[src/rtl/databus_responder.sv]
// Memory-side databus endpoint: round-robin arbitration of burst requests from
// several masters onto one single-port synchronous SRAM with 1-cycle read latency.
module databus_responder #(
    parameter int NUM_MASTERS = 3,
    parameter int AXI_ADDR_W  = 32,
    parameter int DATA_W      = 32,
    parameter int MEM_ADDR_W  = 10
) (
    input  logic                              clk,
    input  logic                              rst,
    input  logic [NUM_MASTERS-1:0]            databus_valid,
    input  logic [NUM_MASTERS*AXI_ADDR_W-1:0] databus_addr,
    input  logic [NUM_MASTERS*DATA_W-1:0]     databus_wdata,
    input  logic [NUM_MASTERS*(DATA_W/8)-1:0] databus_wstrb,
    input  logic [NUM_MASTERS*8-1:0]          databus_len,
    output logic [NUM_MASTERS-1:0]            databus_ready,
    output logic [NUM_MASTERS-1:0]            databus_last,
    output logic [DATA_W-1:0]                 databus_rdata,
    output logic                              mem_en,
    output logic [DATA_W/8-1:0]               mem_we,
    output logic [MEM_ADDR_W-1:0]             mem_addr,
    output logic [DATA_W-1:0]                 mem_wdata,
    input  logic [DATA_W-1:0]                 mem_rdata,
    output logic                              busy
);

    localparam int STRB_W = DATA_W / 8;
    localparam int IDX_W  = (NUM_MASTERS > 1) ? $clog2(NUM_MASTERS) : 1;

    typedef enum logic [1:0] {
        IDLE    = 2'd0,
        WR      = 2'd1,
        RD      = 2'd2,
        RD_TAIL = 2'd3
    } state_t;

    state_t                  state_r, state_nx_s;
    logic [IDX_W-1:0]        rr_ptr_r, rr_ptr_nx_s;
    logic [NUM_MASTERS-1:0]  mask_r, mask_nx_s;
    logic [8:0]              beat_r, beat_nx_s;
    logic [MEM_ADDR_W-1:0]   base_r, base_nx_s;
    logic [7:0]              len_q_r, len_q_nx_s;
    logic [IDX_W-1:0]        grant_r, grant_nx_s;
    logic [DATA_W-1:0]       rdata_r, rdata_nx_s;

    logic [MEM_ADDR_W-1:0]   word_s  [NUM_MASTERS];
    logic [7:0]              len_s   [NUM_MASTERS];
    logic [STRB_W-1:0]       wstrb_s [NUM_MASTERS];
    logic [DATA_W-1:0]       wdata_s [NUM_MASTERS];

    logic [NUM_MASTERS-1:0]  req_s;
    logic [IDX_W:0]          arb_sum_s;
    logic                    arb_hit_s;
    logic                    found_s;
    logic [IDX_W-1:0]        win_s;
    logic [IDX_W-1:0]        next_rr_s;
    logic                    at_len_s;
    logic                    rd_beat_s;
    logic [MEM_ADDR_W-1:0]   cur_addr_s;

    // Byte addresses reduce to word addresses; bits [1:0] and the upper bits drop out.
    for (genvar g = 0; g < NUM_MASTERS; g++) begin : g_unpack
        assign word_s[g]  = databus_addr[g*AXI_ADDR_W + 2 +: MEM_ADDR_W];
        assign len_s[g]   = databus_len[g*8 +: 8];
        assign wstrb_s[g] = databus_wstrb[g*STRB_W +: STRB_W];
        assign wdata_s[g] = databus_wdata[g*DATA_W +: DATA_W];
    end

    assign next_rr_s  = (grant_r == IDX_W'(NUM_MASTERS - 1)) ? '0 : grant_r + 1'b1;
    assign at_len_s   = (beat_r == {1'b0, len_q_r});
    assign cur_addr_s = base_r + MEM_ADDR_W'(beat_r);
    assign busy       = (state_r != IDLE);

    // Round-robin pick: first unmasked requester at or after rr_ptr.
    always_comb begin
        req_s     = databus_valid & ~mask_r;
        found_s   = 1'b0;
        win_s     = '0;
        arb_sum_s = '0;
        arb_hit_s = 1'b0;
        for (int k = 0; k < NUM_MASTERS; k++) begin
            arb_sum_s = {1'b0, rr_ptr_r} + (IDX_W+1)'(k);
            arb_sum_s = (arb_sum_s >= (IDX_W+1)'(NUM_MASTERS)) ?
                        arb_sum_s - (IDX_W+1)'(NUM_MASTERS) : arb_sum_s;
            arb_hit_s = !found_s && req_s[arb_sum_s[IDX_W-1:0]];
            win_s     = arb_hit_s ? arb_sum_s[IDX_W-1:0] : win_s;
            found_s   = found_s | arb_hit_s;
        end
    end

    // Burst FSM: next-state, datapath updates and per-beat bus/SRAM decode.
    always_comb begin
        state_nx_s    = state_r;
        rr_ptr_nx_s   = rr_ptr_r;
        mask_nx_s     = mask_r;
        beat_nx_s     = beat_r;
        base_nx_s     = base_r;
        len_q_nx_s    = len_q_r;
        grant_nx_s    = grant_r;
        rd_beat_s     = 1'b0;
        mem_en        = 1'b0;
        mem_we        = '0;
        mem_addr      = '0;
        mem_wdata     = '0;
        databus_ready = '0;
        databus_last  = '0;
        case (state_r)
            IDLE: begin
                mask_nx_s = '0;
                if (found_s) begin
                    grant_nx_s = win_s;
                    base_nx_s  = word_s[win_s];
                    len_q_nx_s = len_s[win_s];
                    beat_nx_s  = 9'd0;
                    state_nx_s = (wstrb_s[win_s] != '0) ? WR : RD;
                end else begin
                    state_nx_s = IDLE;
                end
            end
            WR: begin
                if (databus_valid[grant_r]) begin
                    mem_en                 = 1'b1;
                    mem_we                 = wstrb_s[grant_r];
                    mem_addr               = cur_addr_s;
                    mem_wdata              = wdata_s[grant_r];
                    databus_ready[grant_r] = 1'b1;
                    beat_nx_s              = beat_r + 9'd1;
                    if (at_len_s) begin
                        databus_last[grant_r] = 1'b1;
                        state_nx_s            = IDLE;
                        rr_ptr_nx_s           = next_rr_s;
                        mask_nx_s             = '0;
                        mask_nx_s[grant_r]    = 1'b1;
                    end else begin
                        state_nx_s = WR;
                    end
                end else begin
                    state_nx_s = WR;
                end
            end
            RD: begin
                mem_en    = 1'b1;
                mem_addr  = cur_addr_s;
                beat_nx_s = beat_r + 9'd1;
                // The first RD cycle only issues; data for beat-1 comes back afterwards.
                if (beat_r != 9'd0) begin
                    databus_ready[grant_r] = 1'b1;
                    rd_beat_s              = 1'b1;
                end else begin
                    rd_beat_s = 1'b0;
                end
                if (at_len_s) begin
                    state_nx_s = RD_TAIL;
                end else begin
                    state_nx_s = RD;
                end
            end
            RD_TAIL: begin
                databus_ready[grant_r] = 1'b1;
                databus_last[grant_r]  = 1'b1;
                rd_beat_s              = 1'b1;
                state_nx_s             = IDLE;
                rr_ptr_nx_s            = next_rr_s;
                mask_nx_s              = '0;
                mask_nx_s[grant_r]     = 1'b1;
            end
            default: begin
                state_nx_s = IDLE;
            end
        endcase
        if (rd_beat_s) begin
            rdata_nx_s    = mem_rdata;
            databus_rdata = mem_rdata;
        end else begin
            rdata_nx_s    = rdata_r;
            databus_rdata = rdata_r;
        end
    end

    // State and datapath registers.
    always_ff @(posedge clk or negedge rst) begin
        if (!rst) begin
            state_r  <= IDLE;
            rr_ptr_r <= '0;
            mask_r   <= '0;
            beat_r   <= 9'd0;
            base_r   <= '0;
            len_q_r  <= 8'd0;
            grant_r  <= '0;
            rdata_r  <= '0;
        end else begin
            state_r  <= state_nx_s;
            rr_ptr_r <= rr_ptr_nx_s;
            mask_r   <= mask_nx_s;
            beat_r   <= beat_nx_s;
            base_r   <= base_nx_s;
            len_q_r  <= len_q_nx_s;
            grant_r  <= grant_nx_s;
            rdata_r  <= rdata_nx_s;
        end
    end

endmodule

[config.mk]
export PLATFORM = sky130hd
export DESIGN_NAME = databus_responder
export DESIGN_NICKNAME = d
export VERILOG_FILES = /design/src/rtl/databus_responder.sv
export SDC_FILE = /design/constraint.sdc
export NUM_CORES = 1
export LEC_CHECK = 0
export CAP_MARGIN = 20
export CELL_PAD_IN_SITES_DETAIL_PLACEMENT = 1
export CELL_PAD_IN_SITES_GLOBAL_PLACEMENT = 1
export CORE_UTILIZATION = 24
export CTS_BUF_LIST = sky130_fd_sc_hd__clkbuf_4 sky130_fd_sc_hd__clkbuf_8 sky130_fd_sc_hd__clkbuf_16
export DETAILED_ROUTE_END_ITERATION = 16
export GPL_TIMING_DRIVEN = 0
export PLACE_DENSITY_LB_ADDON = 0.1
export SYNTH_ARGS = -nofsm -noshare
export SYNTH_HDL_FRONTEND = slang
export SYNTH_SLANG_ARGS = --single-unit
[constraint.sdc]
create_clock -name clk -period 3.5 [get_ports clk]
set_input_delay 0.7 -clock clk [delete_from_list [all_inputs] [get_ports clk]]
set_output_delay 0.7 -clock clk [all_outputs]
set_load 0.05 [all_outputs]
**After elaboration in Yosys (flattened, before gate mapping)**

Index checks and enable logic that the tools add are counted.

- Register bits after elaboration: 68
- Input bits: 265
- Word-level logic and storage cells: 120

- Add/sub/neg operators: 8
- $lt $le $gt $ge: 10
- Equality and inequality tests: 8
- Mux-type cells: 64
- Bitwise logic cells: 6
- Reductions and logical operators: 16

Operators by type and width:

| cell | count |
|---|---|
| $mux 32 | 5 |
| $bmux 32 s2 | 1 |
| $mux 10 | 3 |
| $pmux 9 s3 | 1 |
| $mux 2 | 12 |
| $mux 4 | 6 |
| $bmux 10 s2 | 1 |
| $pmux 10 s2 | 1 |
| $mux 3 | 6 |
| $mux 9 | 2 |
| $pmux 3 s3 | 2 |
| $bmux 4 s2 | 2 |
| $bmux 8 s2 | 1 |
| $mux 8 | 2 |
| $lt 2x3->1 const B | 4 |
| $add 10x9->10 | 1 |
| $add 9x1->9 const B | 1 |
| $eq 9x8->1 | 1 |
| $mux 1 | 9 |
| $reduce_and 3->1 | 3 |
| $reduce_bool 9->1 | 1 |
| $bmux 1 s2 | 4 |
| $pmux 2 s4 | 1 |
| $eq 2x2->1 const B | 3 |
| 25 further kinds | 39 |

**Depth between registers and ports, before layout**

Gate-level depths: netlist of run 1.

- Depth after elaboration: 18
- Depth in mapped cells: 10

**Worst setup path before layout of run 1**

Ideal clock, no wire load.

- Path type: register to output
- Start: register beat_r[0]
- End: output port mem_addr[8]
- Data arrival time: 2.584 ns
- Data required time: 2.800 ns
- Setup slack: 0.216 ns
- Stages on the path, launching flop included: 9
- Path buffers: 0
- Path through: dfrtp_1 -> ha_1 -> fa_1 -> a21o_1 -> a211oi_1 -> nor2_1 -> o41ai_1 -> xor2_1 -> nor2_1

- Cells in the longest elaborated chain, start to end: 3

Ends and longest elaborated chain:

| what | line | RTL |
|---|---|---|
| start: declaration | 40 | `logic [8:0] beat_r, beat_nx_s;` |
| start signal: assignment | 195 | `beat_r <= beat_nx_s;` |
| $add 10x9->10 (*) | 71 | `assign cur_addr_s = base_r + MEM_ADDR_W'(beat_r);` |
| $mux 10 | 121 | `if (databus_valid[grant_r]) begin` |
| $pmux 10 s2 (*) | 107 | `case (state_r)` |
| end: declaration | 21 | `output logic [MEM_ADDR_W-1:0] mem_addr,` |

Every way passes the cells marked *; elsewhere a longest branch is shown, timed or not.

**Worst setup path in the final report of run 1**

Same ends and word-level chain as after synthesis.

==> results of run 1 <==
## cells by family (layout without fill, tap and decap cells)
kind of cell             count (synthesis)  count (layout)  share of synthesized area
AO/OA/AOI/OAI                          121             121                     0.1602
XOR/XNOR                                17              17                    0.03070
adder cells (fa/ha/maj)                 21              21                    0.05444
buffers and inverters                   51             352                    0.04076
flip-flops                              68              68                     0.3509
multiplexers                            95              95                     0.2059
other                                    0               1                          0
AND/OR/NAND/NOR                        175             175                     0.1571
## placed cells by master, fill, tap and decap left out, types with 2 or more instances in the layout
master / n
clkdlybuf4s50_1: 198
nor2_1: 113
dfrtp_1: 66
mux2i_1: 57
a21oi_1: 49
mux2_2: 38
clkbuf_2: 37
clkdlybuf4s15_2: 32
clkbuf_1: 23
a21o_1: 22
a211oi_1: 20
nand2_1: 16
ha_1: 16
inv_1: 15
dlygate4sd2_1: 14
xnor2_1: 12
o21ai_0: 9
clkbuf_16: 9
buf_2: 7
buf_4: 6
nand3_1: 6
nand2b_1: 6
nor2b_1: 5
nor3_1: 5
and2_1: 5
or4_1: 5
xor2_1: 5
nor4_1: 4
o31ai_1: 3
bufinv_16: 3
buf_1: 2
o41ai_1: 2
maj3_1: 2
nand4_1: 2
a31oi_1: 2
dfrtp_2: 2
## worst register-to-register path, stage by stage (launching register included)
cell,delay (ns)
dfrtp_1,0.37
inv_1,0.05
ha_1,0.38
and3_1,0.24
or4_1,0.52
clkbuf_1,0.17
buf_2,0.25
clkbuf_1,0.38
a211oi_1,0.40
a21o_1,0.12
## through the flow
| step | TNS (ns) | utilization |
|---|---|---|
| after floorplan | 0 | - |
| after global placement | -82.64 | 0.4083 |
| after detailed placement | -37.34 | 0.4081 |
| after CTS | -3.850 | 0.4274 |
| after global routing | 0 | 0.4229 |
| final | 0 | 0.4230 |
## Yosys cell counts, drive strengths merged (12+ instances only)
cell type	number	area (um^2)
mux2i	57	570.6
xnor2	12	105.1
nand2	17	63.81
mux2	38	427.9
a211oi	21	157.7
nor2	114	427.9
dfrtp	68	1702
a21oi	50	250.2
a21o	22	165.2
clkbuf	29	108.9
ha	17	212.7
inv	15	56.30
## power breakdown
part	internal (W)	switching [W]	total (W)	leakage, nW
logic	0.00170	0.00340	0.00511	2.61
clock network	0.000716	0.000370	0.00109	0.169
registers	0.00116	0.000211	0.00137	0.828
total	0.00358	0.00398	0.00756	3.61
## flip-flops by register name, indices dropped and copies added, names as in the netlist
signal / cells
len_q_r: 8
grant_r: 2
rdata_r: 32
rr_ptr_r: 2
state_r: 2
mask_r: 3
base_r: 10
beat_r: 9
## what timing repair did
item                                    CTS  global route
endpoints found under the hold margin     0             0
endpoints found under the setup margin   85            76
gates resized for setup                 180            86
pin swaps                                 1             4
setup buffers                             1             1
## final timing paths
kind                       slack, ns         from  cells after the start           to
max in group asynchronous       2.35          rst                      1    beat_r[1]
setup / recovery                0.09    beat_r[0]                      9  mem_addr[8]
hold reg to reg                 0.49    base_r[2]                      1    base_r[2]
hold / removal                  0.47          rst                      1  rdata_r[17]
min in group clk                0.49    base_r[2]                      1    base_r[2]
setup reg to reg                0.56  rr_ptr_r[0]                      9    base_r[5]
## routing by layer
metal,track usage,routed length [um]
met1,0.2450,8807
met2,0.3722,11210
met3,0.06887,1455
met4,0.05429,413
met5,0,13
## area by class of cell
cell class / instances / area share
clock buffers: 10 / 0.02874
inverters: 15 / 0.006772
clock inverters: 6 / 0.01339
well taps: 265 / 0.03988
plain buffers: 35 / 0.01821
flip-flops and latches: 68 / 0.2050
diodes: 1 / 0.0003010
multi-input cells: 429 / 0.3637
repair buffers: 286 / 0.3240
==> impl_metrics.toml, run 1 <==
[worst_setup_path]
crit_path_start_kind = "register"
worstPathArrival_ns = 2.71
cpLargestDelayFamily = "compound AO/OA/AOI/OAI gates"
endpoint_kind = "output port"
crit_slowest_cell = "dfrtp_2"
cp_cell_sequence = "ha_4 -> fa_2 -> a21o_1 -> a211oi_2 -> nor2_2 -> o41ai_2 -> xor2_1 -> nor2_1 -> buf_6"
crit_fanout = 4
max_stage_delay_ns = 0.46
setup.worst_path.class = "register to output port"
cp.required_ns = 2.80
worst-path-buf-inv = 1

[place]
port_buffers = 284
place_inst = 1097
hpwl_mm = 17.69
gp_congestion = 0.7934
placed_cell_area_um2 = 8021
dp_slack_ns = -0.6047

[global_route]
grt_pass1_wl_mm = 32.69
grt_overflow = 0
grt_pass1_vias = 5766
grt_max_degree = 69
antenna_found_initial = 2
track_usage = 0.2113

[sta]
timing.final.crit_share = 0.9731
setup_slack_ns = 0.09423
hold_viol = 0
slew_viol_final = 0
hold_ws_ns = 0.4657
max_freq_mhz = 293.6
worst_pin_slew_ns = 0.9223
rsz0062_at_grt = "no"
period_minus_slack_ns = 3.406
skew_ns = 0.007388
relSlewSlack = 0.3851
setup_violations = 0

[clocking]
clk_latency_ns = 0.34
ctsHoldBuffers = 0
cts_tree = "done"
clkSinkCount = 68
cts_max_level = 3
root_buffer = "clkbuf_16"
cts.reportedPaths.clkPinSlew_ns = 0.06
ctsLongestPathBuffers = 2
cts_made_buffers = 9

[power_and_ir_drop]
leakage_nw = 3.608
p_per_area_nw_per_um2 = 909.6
p_total_w = 0.007562
vdd_drop_max_mv = 0.4891

[drt]
ant_nets = 0
route.detailed.drc = 0
routed_wl_mm = 21.90
vias = 5270
dr.first_iter.drc_count = 138
firstDrtPassIters = 4
viasPerCell = 4.726
avgRoutedWirePerCell_um = 19.64

[final_layout]
seq_area_um2 = 1704
area_growth_pct = 71.44
multi_input_area_um2 = 3024
fin_cells = 1115
fillers = 2335
design_area_um2 = 8314
fin_nets = 1127
layout-drive-gt1-share = 0.1826

[die]
fp.dieW_um = 144.2
core-area_um2 = 19650
dieArea_um2 = 20780
initial_core_util = 0.2468
rows = 51
die_y_um = 144.2
pin_count = 351

[logic_synthesis]
ys.flop_type = "dfrtp_1"
synth_area_um2 = 4850
synth_seq_cells = 68
postSynthAreaPerCell_um2 = 8.850
ys_warn_count = 0
syn_inst = 548
async_flop_share = 1.000
synth_nets = 831
synth_edf_count = 0
synth.distinct_cells = 45
synth_seq_area_share = 0.3509

[min_path]
hold_class = "input port to async pin"

[run]
drv_cap = 0

[outcome]
run_status = "finished, final reports clean"
(Power assumes the default switching activity.)
==> inputs of run 2 (changes only) <==
--- a/config.mk
+++ b/config.mk
@@ -5,6 +5,7 @@
 export SDC_FILE = /design/constraint.sdc
 export NUM_CORES = 1
 export LEC_CHECK = 0
+export ABC_AREA = 0
 export CAP_MARGIN = 20
 export CELL_PAD_IN_SITES_DETAIL_PLACEMENT = 1
 export CELL_PAD_IN_SITES_GLOBAL_PLACEMENT = 1
==> results of run 2 <==
Final layout, timing and power as in run 1 (identical DEF).
